### config.mk
export PLATFORM = sky130hd
export DESIGN_NAME = stack_cmd_frontend
export DESIGN_NICKNAME = d
export VERILOG_FILES = /design/src/rtl/stack_cmd_frontend.sv
export SDC_FILE = /design/constraint.sdc
export NUM_CORES = 1
export LEC_CHECK = 0
export CORE_MARGIN = 3
export CORE_UTILIZATION = 44
export CTS_BUF_LIST = sky130_fd_sc_hd__clkbuf_16
export CTS_CLUSTER_DIAMETER = 50
export DETAILED_ROUTE_END_ITERATION = 8
export HOLD_SLACK_MARGIN = 0.08
export PLACE_DENSITY = 0.67
export RECOVER_POWER = 100
export SETUP_SLACK_MARGIN = 0.05
export SLEW_MARGIN = 15
export SYNTH_ARGS = -nofsm -noshare
export SYNTH_HDL_FRONTEND = slang
export SYNTH_SLANG_ARGS = --single-unit
### constraint.sdc
create_clock -name clk -period 2.3 [get_ports clk]
set_clock_uncertainty 0.05 [all_clocks]
set_input_delay 0.46 -clock clk [delete_from_list [all_inputs] [get_ports clk]]
set_output_delay 0.46 -clock clk [all_outputs]
set_load 0.02 [all_outputs]
### src/rtl/stack_cmd_frontend.sv
// rtl/stack_cmd_frontend.sv - button synchroniser/debouncer turning each clean press into one stack command
// Push/pop buttons are synchronised, debounced and edge-detected; a small FSM presents one command per press.
module stack_cmd_frontend #(
    parameter int DW          = 4,
    parameter int DB_CYCLES   = 1000000,
    parameter int CNT_W       = 20,
    parameter int SYNC_STAGES = 2
) (
    input  logic          clk,
    input  logic          rst,
    input  logic          btn_push,
    input  logic          btn_pop,
    input  logic [DW-1:0] sw_data,
    output logic          cmd_valid,
    output logic          cmd_rw,
    output logic [DW-1:0] cmd_data,
    input  logic          cmd_ready,
    output logic          conflict,
    output logic [3:0]    drop_cnt,
    output logic          busy
);

    localparam logic [CNT_W-1:0] DB_LAST = CNT_W'(DB_CYCLES - 1);

    typedef enum logic [1:0] {
        IDLE     = 2'd0,
        HOLD     = 2'd1,
        WAIT_REL = 2'd2
    } state_t;

    logic [SYNC_STAGES-1:0] r_sync_push;
    logic [SYNC_STAGES-1:0] r_sync_pop;
    logic [1:0]             w_sync;
    logic [1:0]             r_stable;
    logic [1:0]             r_stable_d;
    logic [1:0]             w_press;
    logic [CNT_W-1:0]       r_cnt [2];

    state_t                 r_state;
    state_t                 w_next;
    logic                   w_load;
    logic                   w_conflict;
    logic                   w_drop;

    logic                   r_cmd_valid;
    logic                   r_cmd_rw;
    logic [DW-1:0]          r_cmd_data;
    logic                   r_conflict;
    logic [3:0]             r_drop_cnt;

    always_ff @(posedge clk) begin
        if (rst) begin
            r_sync_push <= '0;
            r_sync_pop  <= '0;
        end else begin
            r_sync_push <= {r_sync_push[SYNC_STAGES-2:0], btn_push};
            r_sync_pop  <= {r_sync_pop[SYNC_STAGES-2:0], btn_pop};
        end
    end

    // Index 0 is the push button, index 1 the pop button.
    assign w_sync  = {r_sync_pop[SYNC_STAGES-1], r_sync_push[SYNC_STAGES-1]};
    assign w_press = r_stable & ~r_stable_d;

    always_ff @(posedge clk) begin
        if (rst) begin
            r_stable   <= '0;
            r_stable_d <= '0;
            r_cnt[0]   <= '0;
            r_cnt[1]   <= '0;
        end else begin
            r_stable_d <= r_stable;
            for (int i = 0; i < 2; i++) begin
                if (w_sync[i] == r_stable[i]) begin
                    r_cnt[i] <= '0;
                end else if (r_cnt[i] == DB_LAST) begin
                    r_stable[i] <= w_sync[i];
                    r_cnt[i]    <= '0;
                end else begin
                    r_cnt[i] <= r_cnt[i] + 1'b1;
                end
            end
        end
    end

    always_ff @(posedge clk) begin
        if (rst) begin
            r_state <= IDLE;
        end else begin
            r_state <= w_next;
        end
    end

    always_comb begin
        w_next     = r_state;
        w_load     = 1'b0;
        w_conflict = 1'b0;
        w_drop     = 1'b0;
        case (r_state)
            IDLE: begin
                if (w_press[0] && w_press[1]) begin
                    w_next     = WAIT_REL;
                    w_conflict = 1'b1;
                end else if (w_press[0] || w_press[1]) begin
                    w_next = HOLD;
                    w_load = 1'b1;
                end
            end
            HOLD: begin
                w_drop = |w_press;
                if (cmd_ready) begin
                    w_next = WAIT_REL;
                end
            end
            WAIT_REL: begin
                w_drop = |w_press;
                if (r_stable == 2'b00) begin
                    w_next = IDLE;
                end
            end
            default: begin
                w_next = IDLE;
            end
        endcase
    end

    always_ff @(posedge clk) begin
        if (rst) begin
            r_cmd_valid <= 1'b0;
            r_cmd_rw    <= 1'b0;
            r_cmd_data  <= '0;
            r_conflict  <= 1'b0;
            r_drop_cnt  <= '0;
        end else begin
            // The command is pending exactly while the FSM sits in HOLD.
            r_cmd_valid <= (w_next == HOLD);
            r_conflict  <= w_conflict;
            if (w_load) begin
                r_cmd_rw   <= w_press[0];
                r_cmd_data <= w_press[0] ? sw_data : '0;
            end
            if (w_drop && (r_drop_cnt != 4'd15)) begin
                r_drop_cnt <= r_drop_cnt + 4'd1;
            end
        end
    end

    assign cmd_valid = r_cmd_valid;
    assign cmd_rw    = r_cmd_rw;
    assign cmd_data  = r_cmd_data;
    assign conflict  = r_conflict;
    assign drop_cnt  = r_drop_cnt;
    assign busy      = (r_state != IDLE);

endmodule

; ---- Yosys cells after proc, flatten, opt, wreduce, memory -nomap -nowiden
; Memories as Yosys holds them, arrays and structs flattened.
; Index checks and enable logic that the tools add are counted.
[op_classes]
n_addsub = 3
eq_ne = 8
n_mux = 41
n_bitwise = 11
n_reduce_logical = 11
[op_table]
columns = operator, n
row1 = $mux 20, 6
row2 = $add 20x1->20 const B, 2
row3 = $eq 20x20->1 const B, 2
row4 = $mux 1, 29
row5 = $mux 2, 4
row6 = $or 1x1->1, 6
row7 = $pmux 2 s3, 1
row8 = $reduce_or 2->1, 3
row9 = $add 4x1->4 const B, 1
row10 = $eq 2x1->1 const B, 2
row11 = $logic_not 2->1, 2
row12 = $mux 4, 1
row13 = $ne 4x4->1 const B, 1
row14 = $reduce_and 2->1, 2
row15 = $not 1->1, 3
row16 = $and 2x2->2, 1
row17 = $eq 1x1->1, 2
row18 = $eq 2x2->1 const B, 1
row19 = $logic_and 1x1->1, 2
row20 = $not 2->2, 1
row21 = $reduce_bool 2->1, 1
row22 = $logic_or 1x1->1, 1
[totals]
register_bits = 21
mem_bits_rw = 40
inputBits = 9
out_inout_bits = 12
wordCells = 86
n_memories = 1
[memory_table]
columns = memory, depth, width, read_ports, rd_clocked_by_memory_dff, write_ports, line_no
row1 = r_cnt, 2, 20, 2, 0, 2, 37  ; logic [CNT_W-1:0] r_cnt [2];

; ---- Logic depth before layout (Yosys ltp)
; Gate-level depths: netlist of the first run.
[depth]
ltp_word = 7
ltp_mapped = 7
ltp_nobuf = 7

; ---- Least setup slack after synthesis of the first run
; No wires, ideal clock.
[synth_path]
kind = reg2reg
start = mem r_cnt[0][0]
end = mem r_cnt[0][18] (data pin)
t_arrival_ns = 1.957
required_ns = 2.104
path_slack_ns = 0.147
stages_incl_launch_ff = 7
path_buffers = 1
synth_period_minus_slack_ns = 2.153
cell_sequence = edfxtp_1 ha_1 nand4_1 or4_1 clkbuf_2 or4_1 a21oi_1
[synth_rtl]
columns = item, line_no
row1 = start: declaration, 37

==> results.json, run 1 <==
{
  "post_cts_buffers": 0,
  "yosysTopAreaCell": "edfxtp_1",
  "finalSetupTns_ps": 0,
  "areaGrowthSynthToFinish_pct": 26.23,
  "synth_edf_count": 40,
  "min-delay-start": "r_sync_push[0]",
  "required_ps": 2310,
  "yosysMostFrequentCell": "nor2_1",
  "critPathLaunchType": "register",
  "synth.avg_cell_area_um2": 10.04,
  "cts_htree_levels": 3,
  "grt_use_met1": 0.2020,
  "seq_area_um2": 1622,
  "final_net_count": 402,
  "post-route-drc-count": 0,
  "pre_cts_slack_ps": 88.69,
  "cp.arrival_ps": 2170,
  "worstSetupStartpoint": "r_cnt[1][10]",
  "start_util": 0.4674,
  "synth-seq-area-share": 0.5311,
  "synthCells": 304,
  "setup_violations": 0,
  "hold_class": "reg -> reg",
  "p_leak_uw": 0.001421,
  "grtUsageTotal": 0.1600,
  "grt_antenna_before_repair": 0,
  "drv_slew": 0,
  "synthTopCellsByArea": "edfxtp_1 39%, dfxtp_1 14%, xnor2_1 6.0%",
  "row_count": 29,
  "final_area_um2": 3854,
  "max_slew.worst_pin.slew_ps": 602.8,
  "met3_usage": 0.04147,
  "hold_buffers": 0,
  "die_w_um": 89.30,
  "end_kind": "register",
  "ir_drop_mv": 0.3430,
  "async_flop_share": 0,
  "synth_flop_cell": "edfxtp_1",
  "r2r-start": "r_cnt[1][10]",
  "crit_type": "reg -> reg",
  "cp_max_fo": 10,
  "cts.clk_slew.worst_paths_ps": 50,
  "grt_start_max_net_pins": 15,
  "finalPower_uw": 2501,
  "grt_pass1_vias": 2233,
  "cts_root_buffer": "clkbuf_16",
  "p_per_area_nw_per_um2": 648.9,
  "drtIter0Drc": 86,
  "layout_setup_ws_ps": 144.4,
  "nFillCells": 573,
  "postPlaceCellArea_um2": 3596,
  "die-area_um2": 7974,
  "ys_ff_latch": 61,
  "antenna_left": 0,
  "synthTopCellsByCount": "43 x nor2_1, 40 x edfxtp_1, 21 x dfxtp_1, 21 x xnor2_1, 19 x nand2_1",
  "vias": 2323,
  "clk_path_buf_depth": 2,
  "first_pass_iters": 5,
  "maxCapViolCount": 0,
  "core_area_um2": 6531,
  "diodes": 0,
  "rrSetupSlack_ps": 140,
  "drive_gt1_frac": 0.09769,
  "fmax_mhz": 463.9,
  "fin_crit_sh": 0.9372,
  "synth_warnings": 0,
  "clock_sinks": 61,
  "finalWirelength_um": 5563,
  "netlist.area_leader.share": 0.3934,
  "hold_viol": 0,
  "grtUsageMet2": 0.2539,
  "syn_area_um2": 3053,
  "status": "finished clean",
  "grt.overflow.total": 0,
  "ioPinCount": 21,
  "die_h_um": 89.30,
  "multi_input_area_um2": 1499,
  "maxSlewHeadroom": 0.5981,
  "post-dp-hpwl_um": 4044,
  "crit_chain": "or4_1 > or4_4 > o21ai_2 > buf_6 > a21oi_1",
  "cts_buffers": 9,
  "routedWlPerCell_um": 11.94,
  "layout_min_cycle_time_ps": 2156,
  "cp_slowest_stage_delay_ps": 550,
  "busiest_layer": "met2",
  "io_buffers": 20,
  "grt_pass1_wl_um": 9798,
  "gp_congestion": 0.7368,
  "clk_latency_ps": 320,
  "final_util": 0.5900,
  "rsz0062_at_grt": "false",
  "post_drt_via_cell_ratio": 4.985,
  "yosysUniqueCellTypes": 39,
  "cp_slowest_cell": "or4_4",
  "tritoncts": "yes"
}
==> metal layers <==
metal  share of wire  wire [um]
met4           0.022        125
met2            0.45       2529
met5               0          0
met3           0.030        166
met1            0.49       2741
==> logic make-up (layout without fill, tap and decap cells) <==
group           Yosys count  count (layout)  synth area share
simple gates            138             138            0.2344
other cells               1              40          0.001228
buf+inv                  23              69           0.02991
compound gates           44              44           0.08607
flops                    61              61            0.5311
fa+ha+maj                 9               9           0.03689
xor+xnor                 28              28           0.08033
==> final timing paths <==
check	cells after the start	to
hold reg to reg	1	r_sync_push[1]
hold / removal	1	r_sync_push[1]
setup reg to reg	5	r_cnt[1][18]
setup / recovery	5	r_cnt[1][18]
==> registers in the layout, indices dropped and copies added (netlist names) <==
register / cells
cmd_rw: 1
r_stable: 2
r_sync_pop: 2
cmd_data: 4
drop_cnt: 4
r_cnt: 40
cmd_valid: 1
r_state: 2
conflict: 1
r_sync_push: 2
r_stable_d: 2
==> per-stage QoR <==
step	hold slack, ps	cells
6_report	397.7	466
5_1_grt	417.7	466
4_1_cts	405.3	466
3_5_place_dp	376.5	450
3_3_place_gp	387.5	450
2_1_floorplan	363.8	343
==> power breakdown <==
group          leakage [uW]  internal, uW  switching, uW  total [uW]
registers          0.000583          1200           30.0        1230
clock network      0.000139           711            455        1170
logic              0.000699          48.7           54.4         103
total               0.00142          1960            539        2500
==> worst max-delay path: cells and delay by family, from the launching register on <==
| kind | cells | cell delay, ps |
|---|---|---|
| compound gates | 2 | 230 |
| simple gates | 2 | 1070 |
| flops | 1 | 380 |
| buf+inv | 1 | 170 |
==> final cells by class <==
cell class                      instances  area share
Sequential cell                        61      0.4208
Multi-Input combinational cell        259      0.3890
Timing Repair Buffer                   38     0.08377
Clock buffer                            9     0.05844
Tap cell                               77     0.02500
Inverter                               15     0.01461
Clock inverter                          7    0.008442
==> cells in the final DEF (no fill, tap or decap), drive strengths merged, types with 2 or more instances in the layout <==
cell           synthesis  routed
clkdlybuf4s50          0       7
clkinv                 0       5
edfxtp                40      40
nand3                 15      15
dlygate4sd3            0      12
conb                   1      40
or4                   10      10
xnor2                 21      21
a22oi                  4       4
or4b                   2       2
nand4                  6       6
and4                   2       2
buf                    3      14
o21ai                 13      13
or3                   10      10
nand2b                 2       2
xor2                   7       7
clkbuf                 5      14
nor4                   5       5
nor2                  43      43
nand2                 19      19
inv                   15      17
o31ai                  6       6
a21oi                 16      16
ha                     9       9
nor3                   9       9
dfxtp                 21      21
nor2b                  9       9
==> repair_timing <==
action,in CTS,in global routing
setup endpoints to repair,0,22
hold endpoints to repair,0,0
resized for setup,0,7
Note: power is estimated with default switching activity, not from simulation.
==> run 2, diff against run 1 <==
--- a/config.mk
+++ b/config.mk
@@ -11,8 +11,7 @@
 export CTS_CLUSTER_DIAMETER = 50
 export DETAILED_ROUTE_END_ITERATION = 8
 export HOLD_SLACK_MARGIN = 0.08
-export PLACE_DENSITY = 0.67
-export RECOVER_POWER = 100
+export PLACE_DENSITY = 0.68
 export SETUP_SLACK_MARGIN = 0.05
 export SLEW_MARGIN = 15
 export SYNTH_ARGS = -nofsm -noshare
==> results.json, run 2 (same netlist as run 1, synthesis figures left out) <==
{
  "grt_pass1_vias": 2162,
  "post-route-drc-count": 0,
  "rsz0062_at_grt": "true",
  "rrSetupSlack_ps": 110,
  "p_leak_uw": 0.001446,
  "final_cells": 467,
  "cts_root_buffer": "clkbuf_16",
  "reg2reg_to": "r_cnt[1][7]",
  "drive_gt1_frac": 0.1000,
  "core_area_um2": 6531,
  "p_per_area_nw_per_um2": 686.1,
  "grt_start_max_net_pins": 21,
  "cp.arrival_ps": 2220,
  "r2r_cells": 5,
  "crit_type": "reg -> reg",
  "ioPinCount": 21,
  "die_w_um": 89.30,
  "holdWs_ps": 392.8,
  "hold_buffers": 0,
  "post_drt_via_cell_ratio": 5.043,
  "status": "finished clean",
  "drtIter0Drc": 93,
  "cts_htree_levels": 3,
  "final_area_um2": 3946,
  "setup_violations": 0,
  "required_ps": 2320,
  "cts_buffers": 9,
  "dp.cells": 451,
  "maxCapViolCount": 0,
  "diodes": 0,
  "finalWirelength_um": 5431,
  "cp_max_fo": 20,
  "grt.overflow.total": 0,
  "clock_sinks": 61,
  "end_kind": "register",
  "drv_slew": 0,
  "fin_crit_sh": 0.9536,
  "postPlaceCellArea_um2": 3616,
  "start_util": 0.4674,
  "largest_register": "r_cnt",
  "final_net_count": 403,
  "grt_pass1_wl_um": 9370,
  "min-delay-start": "r_sync_pop[0]",
  "post_cts_buffers": 0,
  "clk_latency_ps": 320,
  "cts.clk_slew.worst_paths_ps": 50,
  "vias": 2355,
  "antenna_left": 0,
  "hold_depth": 1,
  "clk_path_buf_depth": 2,
  "layout_min_cycle_time_ps": 2193,
  "first_pass_iters": 4,
  "io_buffers": 20,
  "critPathLaunchType": "register",
  "hold_viol": 0,
  "final_cell_mix": "43 x nor2_1, 40 x edfxtp_1, 40 x conb_1",
  "die_h_um": 89.30,
  "gp_congestion": 0.8074,
  "nFillCells": 556,
  "areaGrowthSynthToFinish_pct": 29.26,
  "hold_class": "reg -> reg",
  "row_count": 29,
  "finalSetupTns_ps": 0,
  "whs_endpoint": "r_sync_pop[1]",
  "ir_drop_mv": 0.3940,
  "routedWlPerCell_um": 11.63,
  "post-dp-hpwl_um": 3844,
  "largest_reg_flops": 40,
  "grt_antenna_before_repair": 0,
  "die-area_um2": 7974,
  "grtUsageTotal": 0.1536,
  "tritoncts": "yes",
  "r2r-start": "r_cnt[1][13]",
  "final_common_cell": "nor2_1",
  "fmax_mhz": 455.9
}
[run 2: cell types whose count changed in the layout (fill, tap and decap cells not counted), moves of 2 or more]
cell,change
buf_6,-2
clkinv_2,-4
clkbuf_16,+3
buf_4,+6
inv_1,+2
inv_2,-2
dlygate4sd3_1,-12
clkbuf_1,-4
clkdlybuf4s50_1,+12
[run 2: worst max-delay path by stage]
stage / start / endpoint / cells after the start
finish: r_cnt[1][13] / r_cnt[1][7] / 5
global route: r_cnt[0][0] / r_cnt[0][18] / 5
detailed placement: r_cnt[1][13] / r_cnt[1][17] / 5
global placement: r_cnt[1][10] / r_cnt[1][18] / 5
floorplan: r_cnt[0][0] / r_cnt[0][18] / 6
CTS: r_state[0] / busy / 4
[run 2: stage by stage]
stage                 util  worst slack (ps)  power (uW)
floorplan                -             146.5        1308
global placement    0.5536             75.91        1355
finish              0.6042             106.7        2708
detailed placement  0.5536             27.57        1357
CTS                 0.6027             57.04        2736
global route        0.6042             21.13        2801
[run 2: cell type report]
| class | count | area [um^2] | share of cell area |
|---|---|---|---|
| Timing Repair Buffer | 39 | 357.8 | 0.09068 |
| Inverter | 15 | 56.30 | 0.01427 |
| Clock inverter | 4 | 16.27 | 0.004122 |
| Sequential cell | 61 | 1622 | 0.4109 |
| Multi-Input combinational cell | 259 | 1498 | 0.3795 |
| Clock buffer | 12 | 300.3 | 0.07609 |
| Tap cell | 77 | 96.34 | 0.02441 |
[run 2: repair_timing]
action | in CTS | in global routing
resized for setup | 1 | 3
endpoints found under the setup margin | 20 | 22
hold endpoints to repair | 0 | 0
pin swaps | 0 | 0
[run 2: power by group]
part | leakage, uW | internal, uW | switching, uW | total, uW
clock network | 0.000164 | 911 | 459 | 1370
registers | 0.000583 | 1200 | 28.3 | 1230
logic | 0.000699 | 52.2 | 55.4 | 108
[run 2: per-layer routing]
metal / up-vias / global-route usage / routed length (um)
met5: - / 0 / 0
met4: 0 / 0.09066 / 118
met3: 10 / 0.04240 / 238
met2: 45 / 0.2297 / 2397
met1: 1074 / 0.1981 / 2677
li1: 1226 / - / -
[run 2: critical path: stages, from the launching register on]
cell	delay, ps
edfxtp_1	420
or4bb_1	530
or4_4	540
o21ai_2	170
buf_12	170
nor2_1	60
==> run 3, diff against run 2 <==
--- a/config.mk
+++ b/config.mk
@@ -10,7 +10,7 @@
 export CTS_BUF_LIST = sky130_fd_sc_hd__clkbuf_16
 export CTS_CLUSTER_DIAMETER = 50
 export DETAILED_ROUTE_END_ITERATION = 8
-export HOLD_SLACK_MARGIN = 0.08
+export HOLD_SLACK_MARGIN = 0.1
 export PLACE_DENSITY = 0.68
 export SETUP_SLACK_MARGIN = 0.05
 export SLEW_MARGIN = 15
==> results of run 3 <==
Final layout, timing and power as in run 2 (identical DEF).
